## src/rtl/tt_dfd_clk_req_pkg.sv

```systemverilog
// Shared types and widths for the DFD clock-request controller.
package tt_dfd_clk_req_pkg;

  typedef enum logic [1:0] {
    CLK_OFF   = 2'd0,
    CLK_WAKE  = 2'd1,
    CLK_ON    = 2'd2,
    CLK_DRAIN = 2'd3
  } clk_req_state_e;

  localparam int unsigned WAKE_COUNT_W = 16;
  localparam int unsigned ON_CYCLES_W  = 32;

  // Width needed to hold 0..max_val, never narrower than one bit.
  function automatic int unsigned cnt_width(input int unsigned max_val);
    return (max_val == 0) ? 1 : $clog2(max_val + 1);
  endfunction

endpackage

```

## src/rtl/tt_dfd_clk_req_cnt.sv

```systemverilog
// Loadable saturating down-counter with a zero flag; used for wake and idle timing.
module tt_dfd_clk_req_cnt
  import tt_dfd_clk_req_pkg::*;
#(
  parameter int unsigned WIDTH = 2
) (
  input  logic             clk,
  input  logic             rst,
  input  logic             load_i,
  input  logic [WIDTH-1:0] load_val_i,
  input  logic             dec_i,
  output logic             zero_c_o
);

  logic [WIDTH-1:0] cnt_q;
  logic [WIDTH-1:0] cnt_d;

  // Load wins over decrement; decrement stops at zero.
  always_comb begin
    cnt_d = cnt_q;
    if (load_i) begin
      cnt_d = load_val_i;
    end else if (dec_i && (cnt_q != '0)) begin
      cnt_d = cnt_q - WIDTH'(1);
    end
  end

  // Counter register.
  always_ff @(posedge clk) begin
    if (rst) begin
      cnt_q <= '0;
    end else begin
      cnt_q <= cnt_d;
    end
  end

  assign zero_c_o = (cnt_q == '0);

endmodule

```

## src/rtl/tt_dfd_clk_req_ctrl.sv

```systemverilog
// Clock-request controller driving a clock-gating cell enable.
// Optional statistics counters: define TT_DFD_CLK_REQ_STATS_EN.
module tt_dfd_clk_req_ctrl
  import tt_dfd_clk_req_pkg::*;
#(
  parameter int unsigned NUM_REQ  = 2,
  parameter int unsigned WAKE_CYC = 2,
  parameter int unsigned IDLE_CYC = 4,
  parameter int unsigned NUM_BUSY = 1
) (
  input  logic                    clk,
  input  logic                    rst,
  input  logic [NUM_REQ-1:0]      req_i,
  output logic [NUM_REQ-1:0]      ack_o,
  input  logic [NUM_BUSY-1:0]     busy_i,
  input  logic                    force_en_i,
`ifdef TT_DFD_CLK_REQ_STATS_EN
  input  logic                    stats_clr_i,
  output logic [WAKE_COUNT_W-1:0] wake_count_o,
  output logic [ON_CYCLES_W-1:0]  on_cycles_o,
`endif
  output logic                    gate_en_o,
  output logic                    gate_hyst_o,
  output logic                    clk_on_o
);

  localparam int unsigned WAKE_W    = cnt_width(WAKE_CYC);
  localparam int unsigned IDLE_W    = cnt_width(IDLE_CYC);
  localparam int unsigned WAKE_LOAD = (WAKE_CYC == 0) ? 0 : WAKE_CYC - 1;
  localparam int unsigned IDLE_LOAD = (IDLE_CYC == 0) ? 0 : IDLE_CYC - 1;

  clk_req_state_e     state_q;
  clk_req_state_e     state_d;
  logic               gate_en_q;
  logic               gate_en_d;
  logic               hyst_q;
  logic               hyst_d;
  logic               clk_on_q;
  logic               clk_on_d;
  logic [NUM_REQ-1:0] ack_q;
  logic [NUM_REQ-1:0] ack_d;

  logic               any_act;
  logic               wake_load;
  logic               wake_dec;
  logic               wake_zero;
  logic               idle_load;
  logic [IDLE_W-1:0]  idle_load_val;
  logic               idle_dec;
  logic               idle_zero;
  logic               gate_off;

  assign any_act = (|req_i) | (|busy_i) | force_en_i;

  tt_dfd_clk_req_cnt #(.WIDTH(WAKE_W)) u_wake_cnt (
    .clk        (clk),
    .rst        (rst),
    .load_i     (wake_load),
    .load_val_i (WAKE_W'(WAKE_LOAD)),
    .dec_i      (wake_dec),
    .zero_c_o   (wake_zero)
  );

  tt_dfd_clk_req_cnt #(.WIDTH(IDLE_W)) u_idle_cnt (
    .clk        (clk),
    .rst        (rst),
    .load_i     (idle_load),
    .load_val_i (idle_load_val),
    .dec_i      (idle_dec),
    .zero_c_o   (idle_zero)
  );

  // Next state, counter control and registered-output next values.
  always_comb begin
    state_d       = state_q;
    wake_load     = 1'b0;
    wake_dec      = 1'b0;
    idle_load     = 1'b0;
    idle_load_val = '0;
    idle_dec      = 1'b0;
    gate_off      = 1'b0;

    unique case (state_q)
      CLK_OFF: begin
        if (any_act) begin
          state_d   = CLK_WAKE;
          wake_load = 1'b1;
        end
      end
      CLK_WAKE: begin
        // Requests may vanish here; the clock still settles before ON.
        if (wake_zero) begin
          state_d = CLK_ON;
        end else begin
          wake_dec = 1'b1;
        end
      end
      CLK_ON: begin
        if (!any_act) begin
          if (IDLE_CYC == 0) begin
            // No drain window: gate off directly, still pulsing hysteresis.
            state_d  = CLK_OFF;
            gate_off = 1'b1;
          end else begin
            state_d       = CLK_DRAIN;
            idle_load     = 1'b1;
            idle_load_val = IDLE_W'(IDLE_LOAD);
          end
        end
      end
      CLK_DRAIN: begin
        // Fresh activity beats drain expiry.
        if (any_act) begin
          state_d       = CLK_ON;
          idle_load     = 1'b1;
          idle_load_val = '0;
        end else if (idle_zero) begin
          state_d  = CLK_OFF;
          gate_off = 1'b1;
        end else begin
          idle_dec = 1'b1;
        end
      end
      default: begin
        state_d = CLK_OFF;
      end
    endcase

    gate_en_d = (state_d != CLK_OFF);
    clk_on_d  = (state_d == CLK_ON) || (state_d == CLK_DRAIN);
    hyst_d    = gate_off;
    ack_d     = ((state_q == CLK_ON) || (state_q == CLK_DRAIN)) ? req_i : '0;
  end

  // State and output registers; reset aborts straight to OFF.
  always_ff @(posedge clk) begin
    if (rst) begin
      state_q   <= CLK_OFF;
      gate_en_q <= 1'b0;
      hyst_q    <= 1'b0;
      clk_on_q  <= 1'b0;
      ack_q     <= '0;
    end else begin
      state_q   <= state_d;
      gate_en_q <= gate_en_d;
      hyst_q    <= hyst_d;
      clk_on_q  <= clk_on_d;
      ack_q     <= ack_d;
    end
  end

  assign gate_en_o   = gate_en_q;
  assign gate_hyst_o = hyst_q;
  assign clk_on_o    = clk_on_q;
  assign ack_o       = ack_q;

`ifdef TT_DFD_CLK_REQ_STATS_EN
  logic [WAKE_COUNT_W-1:0] wake_count_q;
  logic [WAKE_COUNT_W-1:0] wake_count_d;
  logic [ON_CYCLES_W-1:0]  on_cycles_q;
  logic [ON_CYCLES_W-1:0]  on_cycles_d;

  // Wake count wraps, enabled-cycle count saturates; clear has priority.
  always_comb begin
    wake_count_d = wake_count_q;
    on_cycles_d  = on_cycles_q;
    if (stats_clr_i) begin
      wake_count_d = '0;
      on_cycles_d  = '0;
    end else begin
      if ((state_q == CLK_OFF) && (state_d == CLK_WAKE)) begin
        wake_count_d = wake_count_q + WAKE_COUNT_W'(1);
      end
      if (gate_en_q && (on_cycles_q != '1)) begin
        on_cycles_d = on_cycles_q + ON_CYCLES_W'(1);
      end
    end
  end

  // Statistics registers.
  always_ff @(posedge clk) begin
    if (rst) begin
      wake_count_q <= '0;
      on_cycles_q  <= '0;
    end else begin
      wake_count_q <= wake_count_d;
      on_cycles_q  <= on_cycles_d;
    end
  end

  assign wake_count_o = wake_count_q;
  assign on_cycles_o  = on_cycles_q;
`endif

`ifndef SYNTHESIS
  // Four-phase requester discipline: drop only while acked, raise only while unacked.
  for (genvar gi = 0; gi < NUM_REQ; gi++) begin : g_hs_chk
    a_req_hold: assert property (@(posedge clk) disable iff (rst)
      $fell(req_i[gi]) |-> ack_q[gi]);
    a_req_rearm: assert property (@(posedge clk) disable iff (rst)
      $rose(req_i[gi]) |-> !ack_q[gi]);
  end
`endif

endmodule

```

## config.mk

```make
export PLATFORM = sky130hd
export DESIGN_NAME = tt_dfd_clk_req_ctrl
export DESIGN_NICKNAME = d
export VERILOG_FILES = /design/src/rtl/tt_dfd_clk_req_pkg.sv /design/src/rtl/tt_dfd_clk_req_cnt.sv /design/src/rtl/tt_dfd_clk_req_ctrl.sv
export SDC_FILE = /design/constraint.sdc
export NUM_CORES = 1
export LEC_CHECK = 0
export ABC_AREA = 1
export BUFFER_PORTS_ARGS = -buffer_cell sky130_fd_sc_hd__buf_2
export CAP_MARGIN = 25
export CORE_ASPECT_RATIO = 0.7
export CORE_MARGIN = 8
export CORE_UTILIZATION = 30
export DETAILED_ROUTE_END_ITERATION = 8
export PLACE_DENSITY_LB_ADDON = 0.08
export SETUP_SLACK_MARGIN = 0.02
export SKIP_CTS_REPAIR_TIMING = 1
export SYNTH_ARGS = -nofsm -noshare
export SYNTH_HDL_FRONTEND = slang
export SYNTH_HIERARCHICAL = 1
export SYNTH_SLANG_ARGS = --single-unit
```

## constraint.sdc

```tcl
create_clock -name clk -period 1.45 [get_ports clk]
set_input_delay 0.0725 -clock clk [delete_from_list [all_inputs] [get_ports clk]]
set_output_delay 0.0725 -clock clk [all_outputs]
set_load 0.01 [all_outputs]
```

Word level (Yosys, flattened, before mapping)
Index checks and enable logic that the tools add are counted.
- register bits after elaboration: 12
- bits in latches: 0
- bits in writable memories: 0
- memory bits (read-only): 0
- input bits: 6
- output and inout port bits: 5
- logic and storage cells: 57
- memories kept: 0
- add/sub/neg operators: 2
- multiply operators: 0
- div/mod/pow operators: 0
- order comparisons: 0
- eq/ne operators: 5
- shift operators: 0
- muxes and demuxes: 22
- bitwise operators: 4
- reduce and logical (&&, ||, !) cells: 16
- operators with widths (operator ; count):
    2-to-1 mux 2 bit ; 7
    2-to-1 mux 1 bit ; 11
    == test 2 bit (second input constant) ; 4
    one-hot mux 2 bit (4 select lines) ; 1
    nonzero test 2 bit ; 4
    2-to-1 mux 3 bit ; 2
    OR reduction 2 bit ; 3
    zero test 2 bit ; 2
    zero test 3 bit ; 1
    nonzero test 3 bit ; 1
    OR reduction 3 bit ; 1
    subtractor 3 x 1 -> 3 bit (second input constant) ; 1
    == test 2 x 1 -> 1 bit (second input constant) ; 1
    logical AND 1 bit ; 2
    logical OR 1 bit ; 2
    NOT 1 bit ; 2
    OR 1 bit ; 2
    one-hot mux 1 bit (2 select lines) ; 1
    subtractor 2 x 1 -> 2 bit (second input constant) ; 1

Longest topological paths before layout
- depth after elaboration: 8
- mapped depth: 10
- gate-level depth less buffers: 10

Modules after synthesis
Netlist, hierarchy kept.
- by module, submodules not included (module ; times used ; cells an instance ; area an instance (um2) ; seq. area each (um2)):
    tt_dfd_clk_req_ctrl ; 1 ; 40 ; 297.8 ; 120.1
    tt_dfd_clk_req_cnt (u_idle_cnt) ; 1 ; 34 ; 201.4 ; 60.1
    tt_dfd_clk_req_cnt (u_wake_cnt) ; 1 ; 25 ; 140.1 ; 40.0

Least setup slack after synthesis
OpenSTA, ideal clock, no wires.
- path kind: flip-flop to flip-flop
- start point: register u_idle_cnt.cnt_q[0]
- end point: register u_idle_cnt.cnt_q[1]
- library setup time: 0.112 ns
- data arrival time: 1.273 ns
- required time: 1.338 ns
- setup slack: 0.066 ns
- cell stages (with the launch flop): 10
- buffers on the path: 0
- clock period less this slack: 1.384 ns
- cell sequence: dfxtp_1 > inv_1 > ha_1 > ha_1 > nor3_1 > nand2_1 > nand2_1 > inv_1 > nor2_1 > nor2_1
- word-level cells in the longest chain between the ends: 6
- elaborated cells between the ends (all ways): 10
- those cells by class: 1 x add/sub; 5 x mux; 4 x reduce/logical
- ends and longest elaborated chain (element ; line ; RTL):
    start: declaration ; tt_dfd_clk_req_cnt.sv:15 ; logic [WIDTH-1:0] cnt_q;
    start signal: assignment ; tt_dfd_clk_req_cnt.sv:33 ; cnt_q <= cnt_d;
    zero test 3 bit ; tt_dfd_clk_req_cnt.sv:37 ; assign zero_c_o = (cnt_q == '0);
    via idle_zero ; tt_dfd_clk_req_ctrl.sv:50 ; logic idle_zero;
    2-to-1 mux 1 bit ; tt_dfd_clk_req_ctrl.sv:117 ; end else if (idle_zero) begin
    2-to-1 mux 1 bit ; tt_dfd_clk_req_ctrl.sv:113 ; if (any_act) begin
    2-to-1 mux 1 bit ; tt_dfd_clk_req_ctrl.sv:83 ; unique case (state_q)
    via idle_dec ; tt_dfd_clk_req_ctrl.sv:49 ; logic idle_dec;
    logical AND 1 bit ; tt_dfd_clk_req_cnt.sv:23 ; end else if (dec_i && (cnt_q != '0)) begin
    nonzero test 2 bit (no source line) ; n/a ;
The timed path passes the listed nets, and every way through them passes these cells. The select of a mux whose other input is x is not followed.
A chain may end at the register's enable or synchronous reset.

Worst setup path after layout
- start point: register u_idle_cnt.cnt_q[1]
- end point: register u_idle_cnt.cnt_q[1]
Same word-level chain as after synthesis.

==> results.yml <==
status:
  status: "finished, final reports clean"
sta:
  max_freq_mhz: 742
  finalWorstSetupSlack_ns: 0.103
  fin_crit_ns: 1.35
  whs_ns: 0.0692
  finalHoldViolations: 0
  slew_violations: 0
  period_share: 0.929
  finalSetupViolCount: 0
  clock_skew_ns: 0.00286
clock_tree:
  clockBufferDepth: 2
  cts_tree: "yes"
  cts-root-buf: "clkbuf_4"
  h-tree-depth: 1
  clk_pin_slew_ns: 0.08
  clock_latency_ns: 0.28
  cts_buffers: 3
  clock-sinks: 11
cells_and_area:
  final_cells: 148
  fin_nets: 134
  area_delta_synth_final_pct: 41.3
  num_antenna_cells: 0
  layout-drive-gt1-share: 0.484
  final_area_um2: 903
logic_synthesis:
  yosysTopAreaCellShare: 0.344
  ys_dominant_reg_cell: "dfxtp_1"
  synth_area_leader_cell: "dfxtp_1"
  synth_edf_count: 0
  yosys_register_bits: 11
  yosysMostFrequentCell: "nand2_1"
  netlist_instances: 99
  ys_top_cells_by_count: "27 x nand2_1, 21 x inv_1, 12 x nor2_1"
  avgSynthCellArea_um2: 6.46
  yosys-top-cells-area: "dfxtp_1 34%, nand2_1 16%, inv_1 12%"
  ys.warnings.count: 6
  netlist_area_um2: 639
  yosysSeqAreaShare: 0.344
  synth_cell_types: 18
  ys_async_sr_fraction: 0
hold_path:
  hold-path-cell-count: 2
  hold_start: "req_i[0]"
  min-delay-path-class: "primary input to register"
  min_to: "ack_o[0]"
placement:
  dpl_cell_area_um2: 776
  hpwl_um: 1140
  dp_cells: 141
  portBuffers: 10
  place_ws_ns: 0.0162
  gp_congestion: 0.851
pwr:
  report.power.total_mw: 1.30
  pwr-share-comb: 0.508
  p_leak_nw: 0.503
  p_sw_mw: 0.521
  power.internal_mw: 0.781
  power_frac_seq: 0.321
  p_sw_frac: 0.400
  pwr-share-clk: 0.171
  irDropWorstVdd_mv: 0.578
  power_density_mw_per_mm2: 1440
route:
  drt-pass1-iter-count: 4
  first_iter_violations: 16
  finalWirelength_um: 1450
  wl_per_cell_um: 9.82
  drc: 0
  ant_nets: 0
  viasPerCell: 3.93
  dr_total_vias: 582
floorplanning:
  die_w_um: 71.2
  core_area_mm2: 0.00208
  num_rows: 14
  num_io_pins: 11
  die_area_mm2: 0.00389
  die_h_um: 54.6
  start_util: 0.307
global_routing:
  gr-total-overflow: 0
  grt_pass1_vias: 578
  grt_pass1_wl_um: 2570
  antenna_found_initial: 0
  grt_max_degree: 8
  track_usage: 0.0874
setup_path:
  cp-start-kind: "register"
  r2r-start: "u_idle_cnt/cnt_q[1]"
  crit_path_end_kind: "register"
  slowest_stage: "dfxtp_1"
  slowest_delay_ns: 0.31
  cp_data_required_time_ns: 1.63
  worstPathMaxFanout: 3
  reg2reg_depth: 9
  regToRegEndpoint: "u_idle_cnt/cnt_q[1]"
  cp-startpoint: "u_idle_cnt/cnt_q[1]"
  critical_path_arrival_ns: 1.52
  crit_type: "register to register"
  path_cells: "inv_1, ha_4, ha_4, nor3_4, nand2_2, nand2_2, inv_2, nor2_1, nor2_1"
  reg2reg_slack_ns: 0.10
flow_run:
  max_cap_viol_count: 0
metrics by stage:
stage / setup TNS [ns] / util
3_3_place_gp: 0 / 0.372
6_report: 0 / 0.433
4_1_cts: -0.00498 / 0.385
5_1_grt: -0.000495 / 0.433
3_5_place_dp: 0 / 0.372
2_1_floorplan: 0 / -
worst max-delay path: cells and delay by family (launching register included):
kind / cells / cell delay, ns
and+or+nand+nor: 5 / 0.49
adders and majority gates: 2 / 0.34
DFF: 1 / 0.31
buffers and inverters: 2 / 0.11
power groups by stage:
stage          logic (mW)  clock network, mW  registers, mW
6_report            0.661              0.223          0.417
3_3_place_gp        0.531                  0          0.405
4_1_cts             0.525              0.235          0.399
2_1_floorplan       0.355                  0          0.418
5_1_grt             0.758              0.257          0.427
3_5_place_dp        0.522                  0          0.406
how the worst max path moves through the flow:
| stage | cells past startpoint | endpoint |
|---|---|---|
| 6_report | 9 | u_idle_cnt/cnt_q[1] |
| 5_1_grt | 9 | u_idle_cnt/cnt_q[2] |
| 4_1_cts | 9 | u_idle_cnt/cnt_q[1] |
| 3_5_place_dp | 9 | u_idle_cnt/cnt_q[1] |
| 3_3_place_gp | 9 | u_idle_cnt/cnt_q[1] |
| 2_1_floorplan | 9 | u_idle_cnt/cnt_q[1] |
routing by layer:
layer	track usage	wire (um)
met3	0.0548	116
met1	0.109	826
met2	0.118	497
met5	0	0
met4	0.0308	13
kinds of logic (layout without fill, tap and decap cells):
| group | count (synthesis) | count (layout) | synth area share |
|---|---|---|---|
| buffers and inverters | 23 | 47 | 0.135 |
| AND/OR/NAND/NOR | 56 | 56 | 0.415 |
| other | 2 | 3 | 0.0117 |
| AO/OA/AOI/OAI | 4 | 4 | 0.0352 |
| adder cells (fa/ha/maj) | 3 | 3 | 0.0587 |
| flip-flops | 11 | 11 | 0.344 |
state kept, by name (all words and copies together) (netlist names):
signal	cells
u_idle_cnt/cnt_q	3
ack_o	2
u_wake_cnt/cnt_q	2
clk_on_o	1
gate_en_o	1
gate_hyst_o	1
state_q	1
area by class of cell:
type | count | area [um^2]
timing repair buffer | 20 | 128
multi-input combinational | 66 | 405
inverter | 23 | 86.3
clock buffer | 3 | 22.5
sequential | 11 | 226
fill | 223 | 1180
clock inverter | 1 | 5.00
tap | 24 | 30.0
placed cells by master, fill, tap and decap left out:
master	n
inv_2	9
inv_1	14
dfxtp_2	5
dfxtp_1	6
nand4_1	1
nor2_1	10
conb_1	3
nor3_4	1
clkinv_2	1
nor2_4	2
nor2_2	6
ha_4	3
or2_4	1
and3_2	2
nand3_1	4
nand2_1	21
buf_4	9
o21bai_1	1
dlygate4sd3_1	1
nand2_2	7
nand3_2	1
buf_2	10
o21ai_0	2
o21ai_1	1
clkbuf_4	3
No activity file was read; power rests on OpenSTA's default activity.
